File: src/rtl/blake2_block_ctrl.sv
// Message-block sequencer for a BLAKE2s core: buffers host bytes, zero-pads the
// final block, launches one compression per block and streams digest indices.
module blake2_block_ctrl (
  input  logic        clk,
  input  logic        reset,
  input  logic        start_i,
  input  logic [5:0]  kk_i,
  input  logic [5:0]  nn_i,
  input  logic [63:0] ll_i,
  input  logic        data_v_i,
  input  logic [7:0]  data_i,
  input  logic [5:0]  data_idx_i,
  input  logic        block_last_i,
  output logic        ready_o,
  output logic        m_we_o,
  output logic [5:0]  m_addr_o,
  output logic [7:0]  m_data_o,
  output logic        comp_start_o,
  output logic        comp_first_o,
  output logic        comp_last_o,
  output logic [63:0] comp_t_o,
  input  logic        comp_done_i,
  output logic        hash_req_o,
  output logic [4:0]  hash_idx_o,
  output logic        done_o,
  output logic        err_o
);

  typedef enum logic [2:0] {StIdle, StFill, StPad, StComp, StOut} state_e;

  state_e      state_q, state_d;
  logic [5:0]  nn_q, nn_d;
  logic [63:0] total_q, total_d;
  logic [63:0] t_q, t_d;
  logic [6:0]  ptr_q, ptr_d;
  logic        first_q, first_d;
  logic        last_q, last_d;
  logic        issued_q, issued_d;
  logic [4:0]  hash_cnt_q, hash_cnt_d;
  logic        err_q, err_d;
  logic        m_we_q, m_we_d;
  logic [5:0]  m_addr_q, m_addr_d;
  logic [7:0]  m_data_q, m_data_d;
  logic        comp_start_q, comp_start_d;
  logic        comp_first_q, comp_first_d;
  logic        comp_last_q, comp_last_d;
  logic [63:0] comp_t_q, comp_t_d;

  logic [63:0] total_new;
  logic [63:0] t_inc;
  logic [6:0]  ptr_nxt;
  logic [6:0]  pad_nxt;
  logic        byte_ok;
  logic        block_end;
  logic        hash_last;

  assign total_new = ll_i + ((kk_i != 6'd0) ? 64'd64 : 64'd0);
  assign t_inc     = t_q + 64'd1;
  assign ptr_nxt   = {1'b0, data_idx_i} + 7'd1;
  assign pad_nxt   = ptr_q + 7'd1;
  // A final-block flag on byte 63 must agree with the byte count.
  assign byte_ok   = (data_idx_i == ptr_q[5:0]) &&
                     !(block_last_i && (data_idx_i == 6'd63) && (t_inc != total_q));
  assign block_end = (data_idx_i == 6'd63) || (block_last_i && (t_inc == total_q));
  // The 31 cap keeps an out-of-range nn from stalling read-out forever.
  assign hash_last = ({1'b0, hash_cnt_q} == (nn_q - 6'd1)) || (hash_cnt_q == 5'd31);

  always_comb begin
    state_d      = state_q;
    nn_d         = nn_q;
    total_d      = total_q;
    t_d          = t_q;
    ptr_d        = ptr_q;
    first_d      = first_q;
    last_d       = last_q;
    issued_d     = issued_q;
    hash_cnt_d   = hash_cnt_q;
    err_d        = err_q;
    m_we_d       = 1'b0;
    m_addr_d     = 6'd0;
    m_data_d     = 8'd0;
    comp_start_d = 1'b0;
    comp_first_d = 1'b0;
    comp_last_d  = 1'b0;
    comp_t_d     = 64'd0;

    if (data_v_i && (state_q != StFill)) err_d = 1'b1;
    if (start_i && (state_q != StIdle)) err_d = 1'b1;

    unique case (state_q)
      StIdle: begin
        if (start_i) begin
          nn_d     = nn_i;
          total_d  = total_new;
          t_d      = 64'd0;
          first_d  = 1'b1;
          ptr_d    = 7'd0;
          issued_d = 1'b0;
          err_d    = 1'b0;
          if (total_new == 64'd0) begin
            last_d  = 1'b1;
            state_d = StPad;
          end else begin
            last_d  = 1'b0;
            state_d = StFill;
          end
        end
      end

      StFill: begin
        if (data_v_i) begin
          if (!byte_ok) begin
            err_d = 1'b1;
          end else begin
            m_we_d   = 1'b1;
            m_addr_d = data_idx_i;
            m_data_d = data_i;
            t_d      = t_inc;
            ptr_d    = ptr_nxt;
            if (block_end) begin
              last_d  = block_last_i;
              state_d = ptr_nxt[6] ? StComp : StPad;
            end
          end
        end
      end

      StPad: begin
        m_we_d   = 1'b1;
        m_addr_d = ptr_q[5:0];
        m_data_d = 8'd0;
        ptr_d    = pad_nxt;
        if (pad_nxt[6]) state_d = StComp;
      end

      StComp: begin
        // Launch is registered, so it lands after the last buffer write settles.
        if (!issued_q) begin
          issued_d     = 1'b1;
          comp_start_d = 1'b1;
          comp_first_d = first_q;
          comp_last_d  = last_q;
          comp_t_d     = t_q;
        end else if (comp_done_i) begin
          issued_d = 1'b0;
          first_d  = 1'b0;
          if (last_q) begin
            hash_cnt_d = 5'd0;
            state_d    = StOut;
          end else begin
            ptr_d   = 7'd0;
            state_d = StFill;
          end
        end
      end

      StOut: begin
        hash_cnt_d = hash_cnt_q + 5'd1;
        if (hash_last) state_d = StIdle;
      end

      default: state_d = StIdle;
    endcase
  end

  always_ff @(posedge clk) begin
    if (reset) begin
      state_q      <= StIdle;
      nn_q         <= 6'd0;
      total_q      <= 64'd0;
      t_q          <= 64'd0;
      ptr_q        <= 7'd0;
      first_q      <= 1'b0;
      last_q       <= 1'b0;
      issued_q     <= 1'b0;
      hash_cnt_q   <= 5'd0;
      err_q        <= 1'b0;
      m_we_q       <= 1'b0;
      m_addr_q     <= 6'd0;
      m_data_q     <= 8'd0;
      comp_start_q <= 1'b0;
      comp_first_q <= 1'b0;
      comp_last_q  <= 1'b0;
      comp_t_q     <= 64'd0;
    end else begin
      state_q      <= state_d;
      nn_q         <= nn_d;
      total_q      <= total_d;
      t_q          <= t_d;
      ptr_q        <= ptr_d;
      first_q      <= first_d;
      last_q       <= last_d;
      issued_q     <= issued_d;
      hash_cnt_q   <= hash_cnt_d;
      err_q        <= err_d;
      m_we_q       <= m_we_d;
      m_addr_q     <= m_addr_d;
      m_data_q     <= m_data_d;
      comp_start_q <= comp_start_d;
      comp_first_q <= comp_first_d;
      comp_last_q  <= comp_last_d;
      comp_t_q     <= comp_t_d;
    end
  end

  assign ready_o      = (state_q == StFill);
  assign m_we_o       = m_we_q;
  assign m_addr_o     = m_addr_q;
  assign m_data_o     = m_data_q;
  assign comp_start_o = comp_start_q;
  assign comp_first_o = comp_first_q;
  assign comp_last_o  = comp_last_q;
  assign comp_t_o     = comp_t_q;
  assign hash_req_o   = (state_q == StOut);
  assign hash_idx_o   = hash_req_o ? hash_cnt_q : 5'd0;
  assign done_o       = hash_req_o && hash_last;
  assign err_o        = err_q;

endmodule

File: config.mk
export PLATFORM = sky130hd
export DESIGN_NAME = blake2_block_ctrl
export DESIGN_NICKNAME = d
export VERILOG_FILES = /design/src/rtl/blake2_block_ctrl.sv
export SDC_FILE = /design/constraint.sdc
export NUM_CORES = 1
export LEC_CHECK = 0
export ABC_AREA = 0
export CAP_MARGIN = 10
export CORE_ASPECT_RATIO = 1.1
export CORE_UTILIZATION = 25
export DETAILED_ROUTE_END_ITERATION = 8
export GPL_ROUTABILITY_DRIVEN = 0
export GPL_TIMING_DRIVEN = 0
export SETUP_SLACK_MARGIN = 0.5
export SLEW_MARGIN = 20
export SYNTH_ARGS = -nofsm -noshare
export SYNTH_HDL_FRONTEND = slang
export SYNTH_SLANG_ARGS = --single-unit
File: constraint.sdc
create_clock -name clk -period 5.86 [get_ports clk]
set_clock_uncertainty 0.1 [all_clocks]
set_input_delay 0.586 -clock clk [delete_from_list [all_inputs] [get_ports clk]]
set_output_delay 0.586 -clock clk [all_outputs]
set_load 0.03 [all_outputs]
==> results of run 1 <==
-- worst min-delay path: stages, from the launching register on --
cell and delay, ps:
dfxtp_1 320, nand2_1 60, a21oi_1 50
-- registers in the layout, indices dropped and copies added, names as in the netlist --
name          count
last_q            1
total_q          64
m_addr_o          6
hash_cnt_q        5
m_data_o          8
comp_first_o      1
nn_q              6
issued_q          1
comp_t_o         64
state_q           3
err_o             1
m_we_o            1
ptr_q             7
comp_start_o      1
comp_last_o       1
t_q              64
first_q           1
-- layout make-up --
type                            instances  area [um^2]
Tap cell                              728        910.9
Clock buffer                           32        704.4
Inverter                               35        131.4
Buffer                                133        565.5
Fill cell                            5747        36570
Clock inverter                         16        158.9
Antenna cell                            2        5.005
Sequential cell                       235         4705
Multi-Input combinational cell       1321         8320
Timing Repair Buffer                  183         1826
-- layout by cell type, fill, tap and decap left out, types with 9 or more instances in the layout --
cell type	count
nand2_1	128
nor2b_1	10
o21ai_0	64
mux2i_1	18
or3_1	30
nand2b_1	12
buf_2	27
a21o_1	16
o21ai_1	21
nand4_1	70
nor3_1	54
clkdlybuf4s50_1	179
a211oi_1	55
buf_1	9
nor4_1	42
and4_1	27
and3_1	45
clkbuf_1	93
nand3_1	77
nor2_1	153
o31ai_1	17
a21oi_1	73
clkbuf_16	27
a31oi_1	9
dfxtp_1	235
xor2_1	60
and2_1	87
inv_1	34
or4_1	13
xnor2_1	116
-- power by group through the flow --
stage	clock [uW]	combinational (uW)	sequential, uW
3_5_place_dp	0	1240	1960
4_1_cts	1700	1240	1930
5_1_grt	1760	1380	1950
6_report	1670	1260	1940
2_1_floorplan	0	842	1890
3_3_place_gp	0	1220	1960
-- per-stage QoR --
stage / util (%) / hold WS [ps] / instances / power (uW)
3_3_place_gp: 30.39 / 361.0 / 2631 / 3173
2_1_floorplan: - / 330.5 / 1724 / 2734
6_report: 32.15 / 377.3 / 2685 / 4858
3_5_place_dp: 30.43 / 368.1 / 2632 / 3200
4_1_cts: 32.03 / 376.6 / 2680 / 4867
5_1_grt: 32.15 / 408.0 / 2685 / 5086
-- metal layers --
layer  GRT usage [%]  up-vias
li1                -     6634
met1           23.73     6429
met2           30.23      784
met3           2.935      176
met4           9.884        0
met5               0        -
-- synth_stat cells, drive strengths merged (14+ instances only) --
cell	instances
a211oi	57
a21o	16
a21oi	73
and2	87
and3	46
and4	27
buf	42
clkbuf	91
dfxtp	235
inv	34
mux2i	18
nand2	128
nand3	78
nand4	75
nor2	154
nor3	60
nor4	50
o21ai	85
o31ai	17
or3	30
or4	14
xnor2	116
xor2	60
-- cell families (layout without fill, tap and decap cells) --
kind of cell | count (synthesis) | after routing | share of synthesized area [%]
xor gates and xnor gates | 176 | 176 | 11.27
other | 0 | 2 | 0
and+or+nand+nor | 804 | 804 | 32.34
DFF | 235 | 235 | 34.39
muxes | 23 | 23 | 1.729
AOI/OAI and AO/OA | 309 | 309 | 14.39
adders and majority gates | 9 | 9 | 0.8050
buffers and inverters | 168 | 399 | 5.077
-- what timing repair did --
item	4_1_cts	5_1_grt
setup endpoints to repair	0	50
setup buffers	0	3
resized for setup	0	10
-- worst max-delay path by stage --
stage	slack, ps	cells after the start	from	endpoint
detailed placement	200	16	kk_i[2]	state_q[0]
global route	510	16	t_q[0]	t_q[32]
global placement	230	16	kk_i[3]	state_q[0]
finish	450	14	t_q[33]	t_q[45]
CTS	660	14	t_q[21]	t_q[61]
floorplan	1760	15	t_q[0]	t_q[43]
==> flow_summary_export.csv, run 1 <==
group,metric,value,unit
run_status,outcome,"finished with violations",
run_status,violations,"design-rule violations",
drt,wl_per_cell,19.94,um
power_and_ir_drop,clockPowerShare,34.3,%
yosys,synth_ff_type,"dfxtp_1",
cells_and_area,stdcell_area,17330,um^2
cts,root_buffer,"clkbuf_16",
grt,grt_pass1_vias,12880,
yosys,yosysUniqueCellTypes,78,
worst_setup_path,path_max_fanout,10,
drt,drt_wl_total,53.55,mm
power_and_ir_drop,static-leakage-power,0.005911,uW
sta,hold_viol_final,0,
floorplan,io_pins,187,
worst_hold_path,hold_path_class,"flop to flop",
floorplan,coreArea,53900,um^2
yosys,synth_nets,1828,
yosys,ys_ff_latch,235,
power_and_ir_drop,seqPwrFrac,39.8,%
drt,highest_layer,"met4",
cells_and_area,nNetsFinal,2040,
grt,grt_overflow_total,0,
grt,grt_pass1_wl,78.87,mm
sta,worst_slack,445.8,ps
place,io_buffer_count,179,
worst_setup_path,cp_slowest_cell,"nor4_1",
power_and_ir_drop,p_int,3208,uW
floorplan,die-height,247.3,um
power_and_ir_drop,vdd_drop_max,201.9,uV
grt,grtUsageTotal,18.65,%
cts,clockBufferDepth,3,
sta,relSlewSlack,30.72,%
yosys,synthesis.instances,1724,
sta,min_period,5414,ps
grt,grt_max_degree,15,
floorplan,initial_core_util,25.38,%
cts,hold_buffers,0,
cts,numClockSinks,235,
drt,drc_errors,1,
yosys,ys_seq_area_share,34.39,%
yosys,yosys_warnings,0,
yosys,synth.top_cells.by_area,"dfxtp_1, xnor2_1, nor2_1",
worst_setup_path,crit_path_end_kind,"flop",
cts,path_clk_slew,60,ps
cts,cts_tree,"built",
drt,met2WireLength,23.93,mm
worst_setup_path,crit_type,"flop to flop",
place,place_hpwl,42.22,mm
worst_setup_path,rr_worst_depth,14,
flow_run,drv_cap,0,
yosys,synth.top_cell.area_share,34.39,%
worst_setup_path,worstSetupStartpointType,"flop",
worst_setup_path,cp.arrival,5790,ps
cts,htree_levels,1,
drt,drt_first_pass_iters,9,
power_and_ir_drop,p_per_area,280.4,nW/um^2
floorplan,die_w,225.0,um
sta,fin_crit_sh,92.39,%
worst_setup_path,path_cells,"clkbuf_1 -> nand4_1 -> or4_1 -> nor4_1 -> xnor2_1 -> o211a_1 -> o2111ai_1 -> nor4_4 -> a31oi_1 -> buf_2 -> nor2_2 -> buf_2 -> a21oi_1 -> mux2i_1",
floorplan,die_area,55650,um^2
cts,clk_latency,570,ps
cells_and_area,syn2layout_area_growth,26.67,%
sta,fmax,184.7,MHz
place,dpl-instance-area,16400,um^2
place,dpl_worst_slack,200.5,ps
cells_and_area,drive_above_1_share,6.240,%
worst_hold_path,min-delay-start,"nn_q[3]",
yosys,synth_top_cell_by_area,"dfxtp_1",
sta,setup_violations,0,
worst_setup_path,crit_buf_inv,3,
worst_setup_path,worstReg2RegEnd,"t_q[45]",
drt,drtAntennaViolNets,0,
drt,num_vias,14020,
worst_hold_path,hold_depth,2,
power_and_ir_drop,power_frac_comb,25.9,%
power_and_ir_drop,sw_frac_of_total,33.98,%
worst_setup_path,r2r_setup_slack,450,ps
grt,antenna_found_initial,3,
worst_setup_path,cp.required,6230,ps
drt,vias_per_cell,5.223,
yosys,synth_area,13680,um^2
drt,wl_met1,21.82,mm
power_and_ir_drop,p_switching,1651,uW
sta,final_max_slew_viol_count,0,
worst_hold_path,hold_path_end,"nn_q[3]",
floorplan,rows,89,
sta,rsz0062_at_grt,"false",
cts,cts_buffers,27,
sta,worstMarginPinSlew,1030,ps
yosys,synth_edf_count,0,
yosys,async_flop_share,0,%
sta,finalSetupTns,0,ps
drt,drt_iter0_drc,1530,
worst_setup_path,crit_family,"simple AND/OR/NAND/NOR gates",
worst_setup_path,cpPeakStageDelay,870,ps
yosys,avgSynthCellArea,7.934,um^2
worst_setup_path,rr_startpoint,"t_q[33]",
drt,wl_met3,4.802,mm
worst_setup_path,critPathMostFrequentCell,"buf_2",
Note: power is estimated with default switching activity, not from simulation.
==> run 2, diff against run 1 <==
REMOVE_ABC_BUFFERS = 1   (was default)
==> run 2 against run 1 <==
Largest cell class unchanged. Critical path depth increased by 1. Total power increased by 0.63%. The flow now finishes without violations. Highest routed layer is now met5. Register-to-register slack improved by 250 ps.
==> flow_summary_export.csv, run 2 (synthesized netlist as in run 1, its figures left out) <==
group,metric,value,unit
cells_and_area,layout_commonest_cell,"dfxtp_1",
sta,relSlewSlack,27.38,%
floorplan,die_w,225.0,um
drt,drt_first_pass_iters,5,
cts,htree_levels,1,
cts,clockBufferDepth,3,
drt,drt_wl_total,48.25,mm
cts,clk_latency,560,ps
grt,grt_pass1_wl,73.19,mm
worst_setup_path,crit_type,"flop to flop",
worst_setup_path,crit_path_end_kind,"flop",
worst_setup_path,rr_startpoint,"t_q[0]",
sta,rsz0062_at_grt,"false",
power_and_ir_drop,p_int,3303,uW
grt,grtUsageTotal,16.77,%
cts,numClockSinks,235,
cells_and_area,layout_common_cells,"dfxtp_1, clkdlybuf4s50_1, nor2_1, nand2_1, xnor2_1",
cts,hold_buffers,0,
worst_setup_path,worstReg2RegEnd,"t_q[18]",
power_and_ir_drop,power_frac_comb,24.9,%
drt,wl_per_cell,18.68,um
drt,vias_per_cell,5.142,
power_and_ir_drop,seqPwrFrac,39.9,%
cells_and_area,nNetsFinal,1937,
floorplan,die_area,55650,um^2
floorplan,coreArea,53900,um^2
sta,final_max_slew_viol_count,0,
worst_hold_path,hold_path_class,"flop to flop",
floorplan,die-height,247.3,um
worst_setup_path,cp-startpoint,"t_q[0]",
place,dpl_worst_slack,216.8,ps
worst_setup_path,cp-endpoint,"t_q[18]",
drt,drc_errors,0,
cells_and_area,drive_above_1_share,6.321,%
sta,fmax,193.6,MHz
drt,drt_iter0_drc,1106,
cts,root_buffer,"clkbuf_16",
flow_run,drv_cap,0,
sta,min_period,5165,ps
worst_setup_path,worstSetupStartpointType,"flop",
power_and_ir_drop,static-leakage-power,0.005839,uW
sta,hold_viol_final,0,
worst_setup_path,path_max_fanout,25,
cts,cts_buffers,25,
sta,fin_hold_ws,368.3,ps
sta,worstMarginPinSlew,1081,ps
worst_setup_path,cp.arrival,5530,ps
floorplan,initial_core_util,25.38,%
cts,cts_tree,"built",
sta,worst_slack,694.6,ps
power_and_ir_drop,clockPowerShare,35.1,%
grt,grt_overflow_total,0,
drt,drtAntennaViolNets,0,
place,place_hpwl,37.32,mm
grt,grt_max_degree,70,
cts,path_clk_slew,60,ps
power_and_ir_drop,p_switching,1586,uW
power_and_ir_drop,p_per_area,284.8,nW/um^2
floorplan,rows,89,
cells_and_area,syn2layout_area_growth,25.49,%
floorplan,io_pins,187,
drt,num_vias,13280,
grt,grt_pass1_vias,12290,
grt,antenna_found_initial,5,
power_and_ir_drop,sw_frac_of_total,32.44,%
place,io_buffer_count,186,
run_status,outcome,"complete, no violations",
power_and_ir_drop,vdd_drop_max,173.4,uV
sta,setup_violations,0,
worst_setup_path,r2r_setup_slack,690,ps
sta,fin_crit_sh,88.15,%
worst_setup_path,rr_worst_depth,15,
worst_setup_path,cp.required,6220,ps
run 2: changes by cell type in the layout (fill, tap and decap cells not counted), sizes merged:
| cell | change |
|---|---|
| clkinv | -3 |
| inv | -2 |
| buf | -16 |
| bufinv | +1 |
| clkdlybuf4s50 | +6 |
| diode | +2 |
| clkbuf | -88 |
| clkinvlp | -2 |
run 2: worst max-delay path, cell delays in order (launching register included):
cell and delay (ps):
dfxtp_1 570, ha_1 440, nand4_4 250, or3_1 620
or4_1 500, and3_1 190, a211oi_1 440, nand4b_1 260
nor4_4 70, buf_4 170, a31oi_4 250, buf_16 190
and2_2 530, buf_16 240, o21ai_0 110, o31ai_1 90
run 2: worst min-delay path by stage:
stage | from | end | slack, ps | cells after the start
after floorplan | first_q | comp_first_o | 330 | 1
after global placement | total_q[5] | total_q[5] | 350 | 2
after detailed placement | first_q | comp_first_o | 360 | 1
after CTS | reset | ptr_q[0] | 360 | 2
after global routing | first_q | comp_first_o | 380 | 1
final | first_q | comp_first_o | 370 | 1
run 2: repair_timing:
item | in CTS | in global routing
endpoints found under the hold margin | 0 | 0
gates resized for setup | 3 | 1
buffers inserted | 6 | 2
pin swaps | 3 | 1
endpoints found under the setup margin | 54 | 12
cloned | 0 | 0
run 2: area by class of cell:
class	instances	area, um^2
antenna	4	10.01
clock buffer	35	753.2
multi-input combinational	1321	8338
tap	728	910.9
timing repair buffer	215	2186
inverter	35	131.4
sequential	235	4705
clock inverter	10	131.4
fill	5746	36730
run 2: per-stage QoR:
stage	utilization (%)	total power, uW	setup TNS [ps]	instance area (um^2)	instances
after floorplan	-	2747	-279040	13120	1591
after global placement	29.48	3205	-1066360	15890	2505
after global routing	31.83	5136	0	17160	2580
final	31.85	4889	0	17170	2583
after CTS	31.79	4927	0	17130	2577
after detailed placement	30.05	3189	0	16190	2526
run 2: power by group through the flow:
stage / Combinational, uW / Sequential [uW] / Clock, uW
2_1_floorplan: 842 / 1910 / 0
3_3_place_gp: 1230 / 1970 / 0
3_5_place_dp: 1210 / 1980 / 0
4_1_cts: 1220 / 1940 / 1770
5_1_grt: 1340 / 1960 / 1830
6_report: 1220 / 1950 / 1720
run 2: per-layer routing:
metal,up-vias,part of all wire (%),track usage [%]
met5,-,0.017,0
met3,109,7.5,3.173
met1,6225,43,21.68
met4,2,3.9,6.963
met2,533,46,27.22
li1,6414,-,-
==> edit (config.mk and constraints of run 1) <==
Encoding of `state_e`: now one-hot (5 bits for 5 states).
--- a/src/rtl/blake2_block_ctrl.sv
+++ b/src/rtl/blake2_block_ctrl.sv
@@ -26,7 +26,7 @@
   output logic        err_o
 );
 
-  typedef enum logic [2:0] {StIdle, StFill, StPad, StComp, StOut} state_e;
+  typedef enum logic [4:0] {StIdle = 5'b00001, StFill = 5'b00010, StPad = 5'b00100, StComp = 5'b01000, StOut = 5'b10000} state_e;
 
   state_e      state_q, state_d;
   logic [5:0]  nn_q, nn_d;
Behaviour: same outputs for any inputs over 4 cycles, from zero or initial values and one cycle with reset high; so few cycles prove little.
==> edit against run 1 <==
  * Clock power up 3%
  * Power down 4.3%
  * Synthesized area grew 5.1%
  * Die area up 5.0%
  * Non-clock buffer count increased by 8
  * Worst setup slack better by 0.050 ns
  * Design area grew 3.9%
  * Sequential cell count rose by 2
  * Routed wire length is 4.6% higher
  * Largest power group unchanged
==> edit: results <==
set metrics [dict create \
    bufAreaShareNonClock_pct 13.6 \
    synth_compound_area_share_pct 14.4 \
    utilization_pct 31.9 \
    status "finished clean" \
    wl_met1_um 22600 \
    synth-xor-area-share_pct 10.0 \
    port_buffers 177 \
    grt_usage_pct 18.4 \
    cpPeakStageDelay_ns 1.04 \
    insertedDiodeCount 1 \
    post-place-ws_ns 0.750 \
    n_all_buffers 324 \
    grt_max_degree 14 \
    drtIter0Drc 1773 \
    use_met3_pct 2.95 \
    synth.net_count 1946 \
    place_area_um2 17100 \
    power_leakage_uw 0.00623 \
    yosysSeqAreaShare_pct 33.0 \
    layout-drive-gt1-share_pct 6.19 \
    nets 2153 \
    grt_pass1_wl_um 83600 \
    peakVddDrop_mv 0.186 \
    use_met2_pct 30.8 \
    power_switching_uw 1480 \
    seq_cells 237 \
    crit_arrival_ns 5.72 \
    synth_area_leaders "dfxtp_1, xnor2_1, nand3_1, nand2_1, xor2_1" \
    nFillCells 6065 \
    pwr_density_cell_nw_per_um2 258 \
    sh_seq_area_pct 26.3 \
    clkCellAreaFrac_pct 5.03 \
    nMultiInputCombCells 1435 \
    vias 15200 \
    antenna_found_initial 0 \
    nNonClkInverters 24 \
    drc 0 \
    slew_headroom_pct 20.4 \
    clkbuf_count 35 \
    p_clk_uw 1720 \
    wl_met2_um 25600 \
    synthAdderAreaFrac_pct 0.697 \
    fp.dieW_um 231 \
    r2r_slack_ns 0.50 \
    rr_worst_depth 12 \
    dpl.hpwl_um 44800 \
    combPwrFrac_pct 22.6 \
    wl_met3_um 4860 \
    met1_usage_pct 23.2 \
    wl_um 56000 \
    syn_inst 1842 \
    critPathLaunch "t_q[27]" \
]
==> edit: cell types whose count changed in the layout (fill, tap and decap cells not counted), sizes merged, moves of 11 or more <==
cell and delta:
nor2 -31, mux2i -11, nand3 +62, nand2 +55, inv -12, o21ai -17, xnor2 -16, or3 +33
==> edit: worst min-delay path by stage <==
stage | startpoint | to | slack (ns) | cells after the start
2_1_floorplan | first_q | comp_first_o | 0.32 | 1
3_3_place_gp | ptr_q[6] | ptr_q[6] | 0.35 | 2
3_5_place_dp | ptr_q[6] | ptr_q[6] | 0.36 | 2
4_1_cts | ptr_q[6] | ptr_q[6] | 0.36 | 2
5_1_grt | total_q[1] | total_q[1] | 0.39 | 2
6_report | ptr_q[6] | ptr_q[6] | 0.36 | 2
==> edit: kinds of logic after synthesis <==
family,after synthesis
AOI/OAI and AO/OA,310
xor gates and xnor gates,163
DFF,237
adders and majority gates,8
muxes,8
buffers and inverters,170
and+or+nand+nor,946
